[src/rtl/pot_weight_encoder.sv]
// pot_weight_encoder: quantises signed 8-bit weights to power-of-two codes
// (sign, zero flag, shift) and buffers them in a show-ahead FIFO feeding the
// top edge of one systolic-array column. m_last tags every FRAME_LEN-th code.
module pot_weight_encoder #(
  parameter int DEPTH     = 8,
  parameter int FRAME_LEN = 4,
  parameter int MAX_SHIFT = 6
) (
  input  logic                   clk,
  input  logic                   reset,
  input  logic                   clear,
  input  logic                   s_valid,
  output logic                   s_ready,
  input  logic [7:0]             s_weight,
  output logic                   m_valid,
  input  logic                   m_ready,
  output logic [7:0]             m_code,
  output logic                   m_last,
  output logic [$clog2(DEPTH):0] fifo_cnt,
  output logic [7:0]             clamp_cnt
);

  localparam int AW = $clog2(DEPTH);
  localparam int CW = AW + 1;
  localparam int FW = (FRAME_LEN > 1) ? $clog2(FRAME_LEN) : 1;

  localparam logic [CW-1:0] FULL_CNT    = CW'(DEPTH);
  localparam logic [FW-1:0] LAST_IDX    = FW'(FRAME_LEN - 1);
  localparam logic [3:0]    SHIFT_LIMIT = 4'(MAX_SHIFT);

  // ---------------------------------------------------------------------------
  // Encoder (combinational on s_weight)
  // ---------------------------------------------------------------------------
  logic [7:0] mag;
  logic [8:1] seen;          // seen[i] = any magnitude bit set at or above i
  logic [7:0] lead_onehot;   // one-hot position of the leading one
  logic [2:0] lead_idx;
  logic       round_up;
  logic [3:0] shift_raw;
  logic       enc_clamp;
  logic [7:0] enc_code;

  // -128 negates to 8'h80, which is exactly the unsigned magnitude 128
  assign mag     = s_weight[7] ? (8'd0 - s_weight) : s_weight;
  assign seen[8] = 1'b0;

  genvar gi;
  generate
    for (gi = 0; gi < 8; gi++) begin : g_lead
      assign lead_onehot[gi] = mag[gi] & ~seen[gi+1];
      if (gi > 0) begin : g_seen
        assign seen[gi] = seen[gi+1] | mag[gi];
      end
    end
  endgenerate

  // Round half up: the bit just below the leading one decides the next power
  assign round_up = |(lead_onehot[7:1] & mag[6:0]);

  // Binary-encode the leading-one position
  always_comb begin
    lead_idx = 3'd0;
    for (int i = 0; i < 8; i++) begin
      if (lead_onehot[i]) lead_idx = 3'(i);
    end
  end

  assign shift_raw = {1'b0, lead_idx} + {3'b000, round_up};
  assign enc_clamp = (mag != 8'd0) && (shift_raw > SHIFT_LIMIT);

  // Assemble the code; a zero weight carries only the zero flag
  always_comb begin
    enc_code = 8'h40;
    if (mag != 8'd0) begin
      enc_code = {s_weight[7], 3'b000, (enc_clamp ? SHIFT_LIMIT : shift_raw)};
    end
  end

  // ---------------------------------------------------------------------------
  // Handshake / control
  // ---------------------------------------------------------------------------
  logic          s1_valid_reg;
  logic [7:0]    s1_code_reg;
  logic          s1_clamp_reg;
  logic [AW-1:0] wr_ptr_reg;
  logic [AW-1:0] rd_ptr_reg;
  logic [CW-1:0] fifo_cnt_reg;
  logic [FW-1:0] frame_cnt_reg;
  logic [7:0]    clamp_cnt_reg;
  logic [7:0]    mem [DEPTH];

  logic fifo_full;
  logic push;
  logic pop;
  logic accept;

  // A full FIFO blocks the push even when a pop happens in the same cycle, so
  // s_ready never depends combinationally on m_ready.
  assign fifo_full = (fifo_cnt_reg == FULL_CNT);
  assign push      = s1_valid_reg & ~fifo_full;
  assign m_valid   = (fifo_cnt_reg != '0);
  assign pop       = m_valid & m_ready;
  assign s_ready   = ~s1_valid_reg | ~fifo_full;
  assign accept    = s_valid & s_ready;

  assign fifo_cnt  = fifo_cnt_reg;
  assign clamp_cnt = clamp_cnt_reg;
  assign m_last    = m_valid & (frame_cnt_reg == LAST_IDX);
  // Head is read directly so a code written on one edge is visible right after it
  assign m_code    = m_valid ? mem[rd_ptr_reg] : 8'h00;

  // Stage S1: holds one encoded weight; reloads in the same cycle it pushes
  always_ff @(posedge clk or negedge reset) begin
    if (!reset) begin
      s1_valid_reg <= 1'b0;
      s1_code_reg  <= 8'h00;
      s1_clamp_reg <= 1'b0;
    end else if (clear) begin
      s1_valid_reg <= 1'b0;
    end else if (accept) begin
      s1_valid_reg <= 1'b1;
      s1_code_reg  <= enc_code;
      s1_clamp_reg <= enc_clamp;
    end else if (push) begin
      s1_valid_reg <= 1'b0;
    end
  end

  // FIFO storage: contents need no reset because m_code is gated by occupancy
  always_ff @(posedge clk) begin
    if (push && !clear) begin
      mem[wr_ptr_reg] <= s1_code_reg;
    end
  end

  // FIFO pointers and occupancy; pointers wrap naturally since DEPTH is 2^AW
  always_ff @(posedge clk or negedge reset) begin
    if (!reset) begin
      wr_ptr_reg   <= '0;
      rd_ptr_reg   <= '0;
      fifo_cnt_reg <= '0;
    end else if (clear) begin
      wr_ptr_reg   <= '0;
      rd_ptr_reg   <= '0;
      fifo_cnt_reg <= '0;
    end else begin
      if (push) wr_ptr_reg <= wr_ptr_reg + AW'(1);
      if (pop)  rd_ptr_reg <= rd_ptr_reg + AW'(1);
      case ({push, pop})
        2'b10:   fifo_cnt_reg <= fifo_cnt_reg + CW'(1);
        2'b01:   fifo_cnt_reg <= fifo_cnt_reg - CW'(1);
        default: fifo_cnt_reg <= fifo_cnt_reg;
      endcase
    end
  end

  // Frame position of the head code, advanced on every pop
  always_ff @(posedge clk or negedge reset) begin
    if (!reset) begin
      frame_cnt_reg <= '0;
    end else if (clear) begin
      frame_cnt_reg <= '0;
    end else if (pop) begin
      if (frame_cnt_reg == LAST_IDX) frame_cnt_reg <= '0;
      else                           frame_cnt_reg <= frame_cnt_reg + FW'(1);
    end
  end

  // Saturating count of clamped codes entering the FIFO
  always_ff @(posedge clk or negedge reset) begin
    if (!reset) begin
      clamp_cnt_reg <= 8'd0;
    end else if (clear) begin
      clamp_cnt_reg <= 8'd0;
    end else if (push && s1_clamp_reg && (clamp_cnt_reg != 8'hFF)) begin
      clamp_cnt_reg <= clamp_cnt_reg + 8'd1;
    end
  end

endmodule

[config.mk]
export PLATFORM = sky130hd
export DESIGN_NAME = pot_weight_encoder
export DESIGN_NICKNAME = d
export VERILOG_FILES = /design/src/rtl/pot_weight_encoder.sv
export SDC_FILE = /design/constraint.sdc
export NUM_CORES = 1
export LEC_CHECK = 0
export ABC_AREA = 1
export CORE_UTILIZATION = 60
export CTS_BUF_LIST = sky130_fd_sc_hd__clkbuf_4
export DETAILED_ROUTE_END_ITERATION = 12
export HOLD_SLACK_MARGIN = 0.03
export PLACE_DENSITY = 0.89
export SLEW_MARGIN = 10
export SYNTH_ARGS = -nofsm -noshare
export SYNTH_HDL_FRONTEND = slang
export SYNTH_SLANG_ARGS = --single-unit
export TNS_END_PERCENT = 20
[constraint.sdc]
create_clock -name clk -period 4.6 [get_ports clk]
set_input_delay 0.92 -clock clk [delete_from_list [all_inputs] [get_ports clk]]
set_output_delay 0.92 -clock clk [all_outputs]
set_load 0.01 [all_outputs]
======== Word-level counts from Yosys, hierarchy flattened ========
Memories as Yosys holds them, arrays and structs flattened.
Cells that the tools add are included.
word-level totals
  register bits ........................... 30
  memory bits (writable) .................. 64
  output and inout port bits .............. 23
  logic and storage cells ................. 90
  memories ................................ 1
memory list
  name  words  width  read ports  clocked after memory_dff  write ports  RTL line  source
  mem   8      8      1           0                         1            90        logic [7:0] mem [DEPTH];
cells by class
  add/subtract/negate cells ............... 8
  magnitude comparators ................... 1
  equality and inequality tests ........... 5
  muxes and demuxes ....................... 27
  bitwise logic cells ..................... 26
  reduce and logical (&&, ||, !) cells .... 14
operator list
  cell                                                                  number
  8-bit two-way mux                                                     5
  3-bit two-way mux                                                     10
  1-bit AND                                                             10
  1-bit inverter                                                        9
  8-bit by 1-bit adder with 8-bit output, second input constant         1
  4-bit two-way mux                                                     2
  8-bit inequality test, second input constant                          1
  4-bit one-hot mux with 2 select lines                                 1
  8-bit nonzero test                                                    1
  1-bit by 8-bit subtractor with 8-bit output, first input constant     1
  7-bit AND                                                             1
  7-bit OR reduction                                                    1
  3-bit by 1-bit adder with 3-bit output, second input constant         2
  1-bit two-way mux                                                     6
  2-bit two-way mux                                                     3
  1-bit bitwise OR                                                      6
  2-bit nonzero test                                                    3
  3-bit nonzero test                                                    2
  3-bit by 1-bit adder with 4-bit output                                1
  4-bit by 1-bit adder with 4-bit output, second input constant         1
  2-bit == test, second input constant                                  2
  4-bit == test, second input constant                                  1
  4-bit by 3-bit > comparator with 1-bit output, second input constant  1
  1-bit logical AND                                                     4
  other kinds (6)                                                       6

======== Longest topological paths before layout ========
Gate-level depths: netlist of the first run.
  depth in word-level cells ............... 21
  gate-level depth with buffers ........... 21

======== Least setup slack after synthesis of the first run ========
No wires, ideal clock.
  kind .................................... input to register
  start ................................... input s_weight[0]
  end ..................................... register s1_code_reg[1]
  setup time .............................. 0.120 ns
  arrival ................................. 2.790 ns
  required time ........................... 4.480 ns
  slack ................................... 1.690 ns
  stages .................................. 21
  path buffers ............................ 0
  path through ............................ inv_1 ha_1 nand2_1 nand2_2 nand3_2 nand2_4 nor2_4 nand2_2 inv_2 nand4_1 nor2_1 nor2_1 nand2_1 ha_1 ha_1 nand2_1 inv_1 nand3_2 nand2_2 o21ai_1 nand2_1
between the ends
  word-level cells in the longest chain between the ends .. 21
  elaborated cells between the ends (all ways) .. 34
  classes of those cells .................. add/sub: 2; order compare: 1; mux: 10; bitwise: 18; reduce/logical: 3
RTL lines
  item                                           RTL line  source
  start: declaration                             14        input logic [7:0] s_weight,
  1-bit by 8-bit subtractor with 8-bit output    44        assign mag = s_weight[7] ? (8'd0 - s_weight) : s_weight;
  8-bit two-way mux (*)                          44
  1-bit bitwise OR (5 in a row)                  52        assign seen[gi] = seen[gi+1] | mag[gi];
  1-bit inverter                                 50        assign lead_onehot[gi] = mag[gi] & ~seen[gi+1];
  1-bit AND                                      50
  1-bit two-way mux                              64        if (lead_onehot[i]) lead_idx = 3'(i);
  3-bit two-way mux (6 in a row)                 64
  3-bit by 1-bit adder with 4-bit output         68        assign shift_raw = {1'b0, lead_idx} + {3'b000, round_up};
  4-bit by 3-bit > comparator with 1-bit output  69        assign enc_clamp = (mag != 8'd0) && (shift_raw > SHIFT_LIMIT);
  1-bit logical AND                              69
  4-bit two-way mux                              75        enc_code = {s_weight[7], 3'b000, (enc_clamp ? SHIFT_LIMIT : shift_raw)};
  8-bit two-way mux (*)                          74        if (mag != 8'd0) begin
  end signal: assignment                         122       s1_code_reg <= enc_code;
  end: declaration                               83        logic [7:0] s1_code_reg;
Mark *: on every way between the ends. The rest lies on a longest branch, timed or not.
A chain may end at the register's enable or synchronous reset.

======== Worst setup path in the final report of the first run ========
  start ................................... register rd_ptr_reg[0]
  end ..................................... output m_code[2]
between the ends
  word-level cells in the longest chain between the ends .. 2
RTL lines
  item                      RTL line  source
  start: declaration        86        logic [AW-1:0] rd_ptr_reg;
  start signal: assignment  148       if (pop) rd_ptr_reg <= rd_ptr_reg + AW'(1);
  memory read 8 x 8 bit     -
  8-bit two-way mux         110       assign m_code = m_valid ? mem[rd_ptr_reg] : 8'h00;
  end: declaration          17        output logic [7:0] m_code,
No other way between the ends.

==> impl_metrics.yaml, run 1 <==
power_and_ir_drop:
  ir_worst_vdd_mv: 0.260
  p_per_area_mw_per_mm2: 438
  power_mw: 1.88
  p_leak_nw: 1.69
cts:
  cts_repair_resize_count: 0
  postCtsSetupBuffers: 0
  clock_sinks: 76
  clk_latency_ns: 0.41
  ctsRootBufferMaster: "clkbuf_4"
  hold_buffers: 0
  cts.clk_slew.worst_paths_ns: 0.12
  cts_tree: "built"
  numCtsBuffers: 9
  clockBufferDepth: 2
  htreeDepth: 3
timing:
  report.final.hold_viol_count: 0
  rsz0062_at_grt: "no"
  period_minus_slack_ns: 3.70
  tightest_slew_ns: 0.982
  fin_skew_ns: 0.0207
  hold_ws_ns: 0.529
  setup_violations: 0
  fmax_mhz: 270
  setup_tns_ns: 0
  maxSlewViolCount: 0
  slew_headroom_pct: 34.4
  post-route-period-util_pct: 80.5
critical_path:
  cp_data_arrival_time_ns: 2.78
  reg2reg_slack_ns: 2.41
  path_class: "flip-flop to output pin"
  worstReg2RegEnd: "fifo_cnt[3]"
  worstSetupStartpointType: "flip-flop"
  required_ns: 3.68
  r2r-start: "fifo_cnt[0]"
  cp-end-kind: "output pin"
  cp_max_fo: 26
  reg2reg_depth: 11
min_path:
  min_from: "s1_clamp_reg"
  min_to: "s1_clamp_reg"
  hold_path_class: "flip-flop to flip-flop"
  hold_depth: 2
final_layout:
  largest_reg_flops: 48
  antenna_cells: 0
  final_layout_size_suffix_gt1_share_pct: 11.0
  area_delta_synth_final_pct: 14.8
  num-fill-cells: 429
  final_nets: 447
drt:
  avgRoutedWirePerCell_um: 15.3
  totalWireLength_mm: 7.73
  via_per_inst: 5.66
  drc: 0
  vias: 2855
  drtIter0Drc: 187
  postRouteAntennaNets: 0
  first_pass_iters: 4
synth:
  avgSynthCellArea_um2: 9.59
  synth_area_leaders: "edfxtp_1 39%, dfrtp_1 19%, o21ai_0 5.9%"
  synth_warnings: 0
  ys_seq_area_share_pct: 57.4
  synthDistinctLibCells: 34
  synthFlopType: "edfxtp_1"
  yosysMostFrequentCell: "nor2_1"
  mappedNetlistArea_mm2: 0.00373
  synth_top_area_share_pct: 38.6
  yosys.area.top_type: "edfxtp_1"
  synth_common_cells: "55 x nor2_1, 54 x nand2_1, 48 x edfxtp_1"
  synth-edff-count: 48
  ys_ff_latch: 76
  synthArstFlopShare_pct: 36.8
  syn_inst: 389
grt:
  grt_overflow_total: 0
  grtUsageMet2_pct: 47.5
  grt_max_degree: 27
  grt.busiest_layer: "met2"
  antenna_found_initial: 0
  grt_pass1_wl_mm: 12.8
  grt_util_met1_pct: 30.2
  grt_pass1_vias: 2923
  grtUsageTotal_pct: 26.1
  met3_usage_pct: 4.49
floorplan:
  dieArea_mm2: 0.00654
  start_util_pct: 62.7
  die_w_um: 80.9
  ios: 36
  core-area_mm2: 0.00596
  die_h_um: 80.9
  rows: 28
place:
  hpwl_mm: 5.52
  port_buffers: 33
  routabilityCongestion: 0.834
job:
  maxCapViolations: 0
outcome:
  status: "complete, no violations"
power breakdown:
part | internal [mW] | total (mW) | switching [mW]
Combinational | 0.231 | 0.571 | 0.340
Clock | 0.226 | 0.453 | 0.227
Sequential | 0.793 | 0.853 | 0.0607
stage by stage:
stage / area [um^2] / instances / worst slack [ns] / utilization [%]
global placement: 4120 / 488 / 1.08 / 69.2
CTS: 4280 / 504 / 0.936 / 71.9
floorplan: 3740 / 390 / 1.69 / -
global route: 4280 / 504 / 0.686 / 71.9
finish: 4280 / 504 / 0.899 / 71.9
detailed placement: 4120 / 488 / 0.923 / 69.2
placed cells by master (no fill, tap or decap), types with 10 or more instances in the layout:
cell type / instances
nor2_1: 55
nand2_1: 54
edfxtp_1: 48
o21ai_0: 44
inv_1: 38
clkdlybuf4s50_1: 33
dfrtp_1: 28
nand3_1: 17
a21oi_1: 13
clkbuf_4: 10
worst max-delay path, cell delays in order (launching register included):
cell and delay [ns]:
dfrtp_1 0.39, buf_4 0.22, inv_1 0.54, o21ai_0 0.21
o22ai_1 0.14, o21ai_0 0.12, a31oi_1 0.18, clkdlybuf4s50_1 0.56
final cells by class:
class                      count  area, um^2  area share [%]
clock inverter                 6        88.8            2.07
sequential                    76        2140            50.0
multi-input combinational    260        1380            32.2
timing repair buffer          35         345            8.06
inverter                      42         158            3.68
tap                           75        93.8            2.19
clock buffer                  10        75.1            1.75
worst max-delay path by stage:
stage                          end          start
floorplan           s1_code_reg[1]    s_weight[0]
global placement    s1_code_reg[1]    s_weight[7]
detailed placement  s1_code_reg[1]    s_weight[7]
CTS                      m_code[2]  rd_ptr_reg[0]
global route             m_code[6]  rd_ptr_reg[0]
finish                   m_code[2]  rd_ptr_reg[0]
per-layer routing:
layer	up-vias	wire (um)
met5	-	0
met4	0	153
met3	17	349
met2	84	4070
met1	1359	3160
li1	1395	-
kinds of logic (layout without fill, tap and decap cells):
group	count (synthesis)	count (layout)	share of synthesized area (%)
xor+xnor	3	3	0.704
simple gates	162	162	20.4
compound gates	83	83	12.1
buf+inv	54	93	5.73
other cells	1	2	0.100
fa+ha+maj	10	10	3.55
flops	76	76	57.4
No activity file was read; power rests on OpenSTA's default activity.
==> run 2, diff against run 1 <==
CORE_UTILIZATION = 53   (was 60)
PLACE_DENSITY = 0.84   (was 0.89)
clock period = 3.18 ns   (was 4.6 ns; I/O delays follow)
==> run 2 against run 1 <==
Net effect: via count up 1.6%; flip-flop and latch count unchanged; global-route usage shrank 2.3 points; combinational power rose by 52%; sequential share of layout area fell by 1.8 points; critical path type unchanged; largest power group unchanged; highest routed layer unchanged.
==> impl_metrics.yaml, run 2 (synthesized netlist as in run 1, its figures left out) <==
outcome:
  status: "complete, no violations"
cts:
  clock_sinks: 76
  postCtsSetupBuffers: 0
  ctsRootBufferMaster: "clkbuf_4"
  numCtsBuffers: 9
  cts_tree: "built"
  clk_latency_ns: 0.43
  cts.clk_slew.worst_paths_ns: 0.11
  clockBufferDepth: 2
  htreeDepth: 3
critical_path:
  worstReg2RegEnd: "fifo_cnt[3]"
  cp_num_buf_inv: 2
  reg2reg_slack_ns: 0.88
  crit_family: "buffers and inverters"
  required_ns: 2.54
  cp-end-kind: "output pin"
  path_class: "flip-flop to output pin"
  crit_path_start: "rd_ptr_reg[0]"
  worstSetupStartpointType: "flip-flop"
  cp_max_fo: 23
  cp_data_arrival_time_ns: 2.40
  cp_slowest_cell: "clkdlybuf4s50_1"
  reg2reg_depth: 11
  crit_path_cell_trace: "clkinvlp_4 -> o21ai_0 -> o22ai_1 -> o21ai_0 -> a31oi_1 -> clkdlybuf4s50_1"
  cpPeakStageDelay_ns: 0.50
  cp_common_cell: "o21ai_0"
  r2r-start: "fifo_cnt[1]"
timing:
  tightest_slew_ns: 0.663
  post-route-period-util_pct: 95.6
  fmax_mhz: 329
  setup_violations: 0
  maxSlewViolCount: 0
  period_minus_slack_ns: 3.04
  fin_skew_ns: 0.0148
  report.final.hold_viol_count: 0
  slew_headroom_pct: 55.6
final_layout:
  utilization_pct: 65.4
  mostFrequentLayoutCell: "nor2_1"
  final_nets: 461
  area_delta_synth_final_pct: 19.0
  seqCellArea_mm2: 0.00214
  final_cell_mix: "55 x nor2_1, 54 x nand2_1, 48 x edfxtp_1, 44 x o21ai_0, 37 x inv_1"
  num-fill-cells: 537
  multi_input_area_mm2: 0.00138
  final_layout_size_suffix_gt1_share_pct: 14.0
  largest_reg_flops: 48
  antenna_cells: 0
floorplan:
  dieArea_mm2: 0.00738
  ios: 36
  start_util_pct: 54.9
  die_h_um: 85.9
  core-area_mm2: 0.00679
  rows: 30
  die_w_um: 85.9
drt:
  postRouteAntennaNets: 0
  first_pass_iters: 4
  drc: 0
  avgRoutedWirePerCell_um: 14.8
  wl_met3_um: 371
  drtIter0Drc: 175
  top_layer_used: "met4"
  vias: 2900
  via_per_inst: 5.38
  totalWireLength_mm: 7.96
  dr_wl_met2_mm: 4.27
  met1_length_mm: 3.14
min_path:
  hold_path_class: "flip-flop to flip-flop"
  hold_depth: 2
  min_to: "s1_clamp_reg"
  min_from: "s1_clamp_reg"
grt:
  grtUsageTotal_pct: 23.8
  grt_max_degree: 29
  grt_pass1_vias: 2915
  grt_pass1_wl_mm: 13.2
  antenna_found_initial: 0
  grt_overflow_total: 0
power_and_ir_drop:
  p_leak_nw: 1.77
  ir_worst_vdd_mv: 0.300
  p_per_area_mw_per_mm2: 636
  power_mw: 2.82
place:
  hpwl_mm: 5.64
  port_buffers: 33
  routabilityCongestion: 0.925
job:
  maxCapViolations: 0
-- run 2: where the power goes --
part           switching (mW)  internal [mW]
clock                   0.328          0.395
combinational           0.512          0.356
sequential             0.0838           1.15
-- run 2: worst reg2reg max path, stage by stage, from the launching register on --
cell and delay [ns]:
dfrtp_1 0.44, nor2_2 0.23, nand3_2 0.22, nand2_2 0.18
nor2_2 0.09, ha_1 0.32, a21oi_1 0.16, nand2_1 0.08
xor2_1 0.20, nor2_1 0.06, a21oi_1 0.13, a21oi_1 0.09
-- run 2: how the worst max path moves through the flow --
stage / to / cells after the start
finish: m_code[6] / 6
global route: s1_code_reg[1] / 21
CTS: m_code[6] / 6
detailed placement: s1_code_reg[1] / 22
global placement: s1_code_reg[1] / 21
floorplan: s1_code_reg[1] / 21
-- run 2: repair_timing --
action                     CTS  global route
gates resized for setup      0             2
setup endpoints to repair    0             7
hold buffers                 0             0
-- run 2: metal layers --
| layer | global-route usage [%] | vias to the layer above |
|---|---|---|
| met4 | 14.2 | 0 |
| met1 | 27.2 | 1379 |
| li1 | - | 1427 |
| met3 | 2.69 | 10 |
| met2 | 42.7 | 84 |
| met5 | 0 | - |
-- run 2: cell type report --
type	count	share of cell area (%)
Clock buffer	9	1.52
Clock inverter	7	2.59
Inverter	42	3.63
Multi-Input combinational cell	260	31.2
Sequential cell	76	48.2
Tap cell	96	2.70
Timing Repair Buffer	49	10.1
-- run 2: through the flow --
step	cell area (um^2)	hold slack, ns	instances	setup TNS [ns]	worst slack [ns]
floorplan	3740	0.340	390	0	0.554
global placement	4250	0.489	523	0	0.0305
detailed placement	4250	0.515	523	-0.385	-0.139
CTS	4430	0.527	539	0	0.00564
global route	4440	0.589	539	-0.0147	-0.0147
finish	4440	0.525	539	0	0.139
==> RTL edit 1, RTL diff (config.mk and constraints of run 1) <==
The parameter `MAX_SHIFT` goes from 6 to 3.
--- a/src/rtl/pot_weight_encoder.sv
+++ b/src/rtl/pot_weight_encoder.sv
@@ -4,7 +4,7 @@
 module pot_weight_encoder #(
   parameter int DEPTH     = 8,
   parameter int FRAME_LEN = 4,
-  parameter int MAX_SHIFT = 6
+  parameter int MAX_SHIFT = 3
 ) (
   input  logic                   clk,
   input  logic                   reset,
Behaviour: not the same (a bounded check fails within 4 cycles, from zero or initial values and one cycle with reset low).
==> RTL edit 1 against run 1 <==
Worst setup slack worse by 62 ps; design area is 1.3% higher; routed wire length is 4.9% higher; power is 4.2% higher; sequential cell count stayed put; clock power is 13% higher; worst hold slack better by 15 ps; synthesized area is 1.2% higher; register-to-register slack worse by 130 ps; global-route usage is 0.73 points higher; fmax is 1.6% lower.
==> RTL edit 1: results <==
export IMPL_synth_xor_area_frac=0.01624
export IMPL_routedWlPerCell_um=16.16
export IMPL_drive_gt1_frac=0.1218
export IMPL_post_cts_setup_buffers=0
export IMPL_worstPathArrival_ps=2840
export IMPL_grt_total_usage=0.2679
export IMPL_cts_buffer_depth=2
export IMPL_grt_start_max_net_pins=29
export IMPL_grt_pass1_vias=2819
export IMPL_power_leakage_nw=1.747
export IMPL_yosysSeqAreaShare=0.5673
export IMPL_crit_reg2reg_launch="fifo_cnt[3]"
export IMPL_synth_compound_area_frac=0.1070
export IMPL_h_tree_depth=3
export IMPL_startpoint="rd_ptr_reg[0]"
export IMPL_pre_cts_slack_ps=1081
export IMPL_gp_congestion=0.8780
export IMPL_synth_fa_ha_area_frac=0.03512
export IMPL_vias=2851
export IMPL_grt_pass1_wl_um=12870
export IMPL_port_buffers=33
export IMPL_ys_warn_count=0
export IMPL_nFillCells=418
export IMPL_min_period_ps=3763
export IMPL_dr_first_iter_drc_count=178
export IMPL_max_slew_margin_rel=0.5185
export IMPL_nNetsFinal=445
export IMPL_dp_hpwl_um=5490
export IMPL_root_buffer="clkbuf_4"
export IMPL_endpoint="m_code[1]"
export IMPL_synth_edff_count=48
export IMPL_fin_skew_ps=14.90
export IMPL_status="completed"
export IMPL_ff2ff_path_depth=13
export IMPL_clk_pin_slew_ps=120
export IMPL_clkLatencyLatePin_ps=430
export IMPL_synth_area_leaders="edfxtp_1, dfrtp_1, nor2_1, o21ai_0, nand2_1"
export IMPL_vdd_drop_max_mv=0.2958
export IMPL_r2r_setup_slack_ps=2280
export IMPL_synthTopCellsByCount="nor2_1, nand2_1, edfxtp_1, o21ai_0, inv_1"
export IMPL_ys_types=35
export IMPL_cts_inserted_buffers=9
## RTL edit 1: changes by cell type in the layout (fill, tap and decap cells not counted), moves of 2 or more
cell / run 1 / this run
a21oi_1: 13 / 8
o31ai_1: 0 / 2
o21ai_0: 44 / 42
nor2_1: 55 / 58
xor2_1: 3 / 7
nand2_1: 54 / 50
nor2_2: 6 / 8
nand3_1: 17 / 19
nor3_1: 5 / 3
nand2_2: 7 / 10
inv_1: 38 / 33
## RTL edit 1: how the worst min path moves through the flow
stage	start	to	slack, ps	depth (start not counted)
after floorplan	frame_cnt_reg[1]	frame_cnt_reg[1]	480	2
after global placement	frame_cnt_reg[1]	frame_cnt_reg[1]	500	2
after detailed placement	clamp_cnt[3]	clamp_cnt[3]	530	1
after CTS	clamp_cnt[3]	clamp_cnt[3]	550	1
after global routing	clamp_cnt[4]	clamp_cnt[4]	570	2
final	clamp_cnt[3]	clamp_cnt[3]	540	1
## RTL edit 1: logic make-up (layout without fill, tap and decap cells)
family / Yosys count / after routing
and+or+nand+nor: 170 / 170
DFF: 76 / 76
AOI/OAI and AO/OA: 74 / 74
buffers and inverters: 49 / 88
adders and majority gates: 10 / 10
xor gates and xnor gates: 7 / 7
other: 1 / 2
## RTL edit 1: layout make-up
| type | count | area share |
|---|---|---|
| Sequential cell | 76 | 0.4937 |
| Multi-Input combinational cell | 263 | 0.3302 |
| Timing Repair Buffer | 35 | 0.07958 |
| Inverter | 37 | 0.03201 |
| Clock inverter | 6 | 0.02566 |
| Tap cell | 75 | 0.02163 |
| Clock buffer | 10 | 0.01730 |
## RTL edit 1: critical path: stages (launching register included)
cell and delay [ps]:
dfrtp_1 390, buf_4 220, inv_1 550, o21ai_0 190
o22ai_1 160, o21ai_0 130, a31oi_1 190, clkdlybuf4s50_1 580
## RTL edit 1: where the power goes
part | total, mW | switching [mW] | internal (mW)
sequential | 0.826 | 0.0515 | 0.775
combinational | 0.617 | 0.369 | 0.248
clock | 0.514 | 0.232 | 0.282
## RTL edit 1: through the flow
stage | std cells | area, sq um
3_5_place_dp | 486 | 4153
6_report | 502 | 4339
2_1_floorplan | 388 | 3780
5_1_grt | 502 | 4339
4_1_cts | 502 | 4339
3_3_place_gp | 486 | 4153
## RTL edit 1: routing by layer
metal | vias up | part of all wire | track usage
met5 | - | 0 | 0
met4 | 0 | 0.026 | 0.1214
met3 | 22 | 0.050 | 0.04157
met2 | 82 | 0.52 | 0.4850
met1 | 1353 | 0.40 | 0.3093
li1 | 1394 | - | -
==> RTL edit 2, RTL diff (config.mk and constraints of run 1) <==
Made on the original files. Make the reset (`reset`) synchronous in 4 clocked blocks.
--- a/src/rtl/pot_weight_encoder.sv
+++ b/src/rtl/pot_weight_encoder.sv
@@ -110,7 +110,7 @@
   assign m_code    = m_valid ? mem[rd_ptr_reg] : 8'h00;
 
   // Stage S1: holds one encoded weight; reloads in the same cycle it pushes
-  always_ff @(posedge clk or negedge reset) begin
+  always_ff @(posedge clk) begin
     if (!reset) begin
       s1_valid_reg <= 1'b0;
       s1_code_reg  <= 8'h00;
@@ -134,7 +134,7 @@
   end
 
   // FIFO pointers and occupancy; pointers wrap naturally since DEPTH is 2^AW
-  always_ff @(posedge clk or negedge reset) begin
+  always_ff @(posedge clk) begin
     if (!reset) begin
       wr_ptr_reg   <= '0;
       rd_ptr_reg   <= '0;
@@ -155,7 +155,7 @@
   end
 
   // Frame position of the head code, advanced on every pop
-  always_ff @(posedge clk or negedge reset) begin
+  always_ff @(posedge clk) begin
     if (!reset) begin
       frame_cnt_reg <= '0;
     end else if (clear) begin
@@ -167,7 +167,7 @@
   end
 
   // Saturating count of clamped codes entering the FIFO
-  always_ff @(posedge clk or negedge reset) begin
+  always_ff @(posedge clk) begin
     if (!reset) begin
       clamp_cnt_reg <= 8'd0;
     end else if (clear) begin
Function: differs if reset is asserted again (counterexample within 4 cycles, from zero or initial values and one cycle with reset low); with reset held inactive, the same outputs for 4 cycles.
==> RTL edit 2 against run 1 <==
Routed wire length down 3.4%; largest cell class unchanged; sequential cell count up 3; design area down 0.61%; fmax up 3.6%; via count up 3.6%; worst setup slack better by 130 ps; synthesized area up 0.80%.
Power is not compared: it rests on default switching activity, and its combinational part moved more than twofold at a synthesized area within 25%.
==> RTL edit 2: results <==
export IMPL_status="completed"
export IMPL_gp_congestion=0.8815
export IMPL_placed_cells=506
export IMPL_use_met2=0.4437
export IMPL_grt_total_usage=0.2510
export IMPL_grt_met3_usage=0.06404
export IMPL_ff2ff_path_depth=14
export IMPL_whs_ps=474.3
export IMPL_hold_start="rd_ptr_reg[2]"
export IMPL_nFillCells=446
export IMPL_routed_wl_um=7469
export IMPL_pre_cts_slack_ps=895.5
export IMPL_route_detailed_vias_per_inst=5.669
export IMPL_synth_compound_area_frac=0.1244
export IMPL_synth_top_area_frac=0.3831
export IMPL_synth_async_reset_ratio=0
export IMPL_routedWlPerCell_um=14.31
export IMPL_r2r_setup_slack_ps=1830
export IMPL_fin_skew_ps=12.30
export IMPL_critPathMaxFanout=25
export IMPL_endpoint="m_code[6]"
export IMPL_synth_xor_area_frac=0.006984
export IMPL_worstPathArrival_ps=2650
export IMPL_port_buffers=33
export IMPL_drive_gt1_frac=0.1029
export IMPL_dr_pass1_iters=5
export IMPL_min_period_over_period=0.7770
export IMPL_tightest_slew_ps=1140
export IMPL_grt_pass1_vias=2818
export IMPL_synth_fa_ha_area_frac=0.03858
export IMPL_nNetsFinal=466
export IMPL_ys_types=37
export IMPL_synth_area_leaders="edfxtp_1, dfxtp_1, nor2_1, o21ai_0, nand2_1"
export IMPL_grt_use_met1=0.2861
export IMPL_vdd_drop_max_mv=0.1479
export IMPL_crit_reg2reg_launch="fifo_cnt[0]"
export IMPL_dp_hpwl_um=5314
export IMPL_synthTopCellsByCount="nor2_1, nand2_1, edfxtp_1, o21ai_0, inv_1"
export IMPL_dr_first_iter_drc_count=179
export IMPL_yosysSeqAreaShare=0.5481
export IMPL_grt_start_max_net_pins=26
-- RTL edit 2: cell types whose count changed after synthesis, moves of 3 or more --
| cell | before | now |
|---|---|---|
| nand2_4 | 1 | 4 |
| nand2_2 | 7 | 4 |
| dfrtp_1 | 28 | 0 |
| dfxtp_1 | 0 | 31 |
| a21oi_1 | 13 | 21 |
| nor3_1 | 5 | 8 |
| nor2_1 | 55 | 64 |
-- RTL edit 2: power groups by stage --
stage | Combinational, mW | Clock (mW) | Sequential, mW
floorplan | 0.102 | 0 | 0.783
global placement | 0.144 | 0 | 0.787
detailed placement | 0.149 | 0 | 0.787
CTS | 0.150 | 0.345 | 0.771
global route | 0.169 | 0.375 | 0.773
finish | 0.151 | 0.342 | 0.771
-- RTL edit 2: metrics by stage --
| step | area, sq um | util |
|---|---|---|
| after detailed placement | 4148 | 0.6924 |
| after global placement | 4148 | 0.6924 |
| after floorplan | 3766 | - |
| after global routing | 4257 | 0.7105 |
| final | 4257 | 0.7105 |
| after CTS | 4257 | 0.7105 |
-- RTL edit 2: layout make-up --
class / count / share of cell area
clock buffer: 11 / 0.01940
tap: 75 / 0.02205
multi-input combinational: 276 / 0.3510
timing repair buffer: 34 / 0.07937
inverter: 42 / 0.03763
clock inverter: 5 / 0.006173
sequential: 79 / 0.4844
-- RTL edit 2: critical path: cells and delay by family, from the launching register on --
| kind | cells | cell delay, ps |
|---|---|---|
| AO/OA/AOI/OAI | 4 | 670 |
| buffers and inverters | 3 | 1260 |
| flip-flops | 1 | 310 |
-- RTL edit 2: layer usage --
layer,share of wire,up-vias
li1,-,1458
met1,0.41,1381
met2,0.51,109
met3,0.068,11
met4,0.018,0
met5,0,-
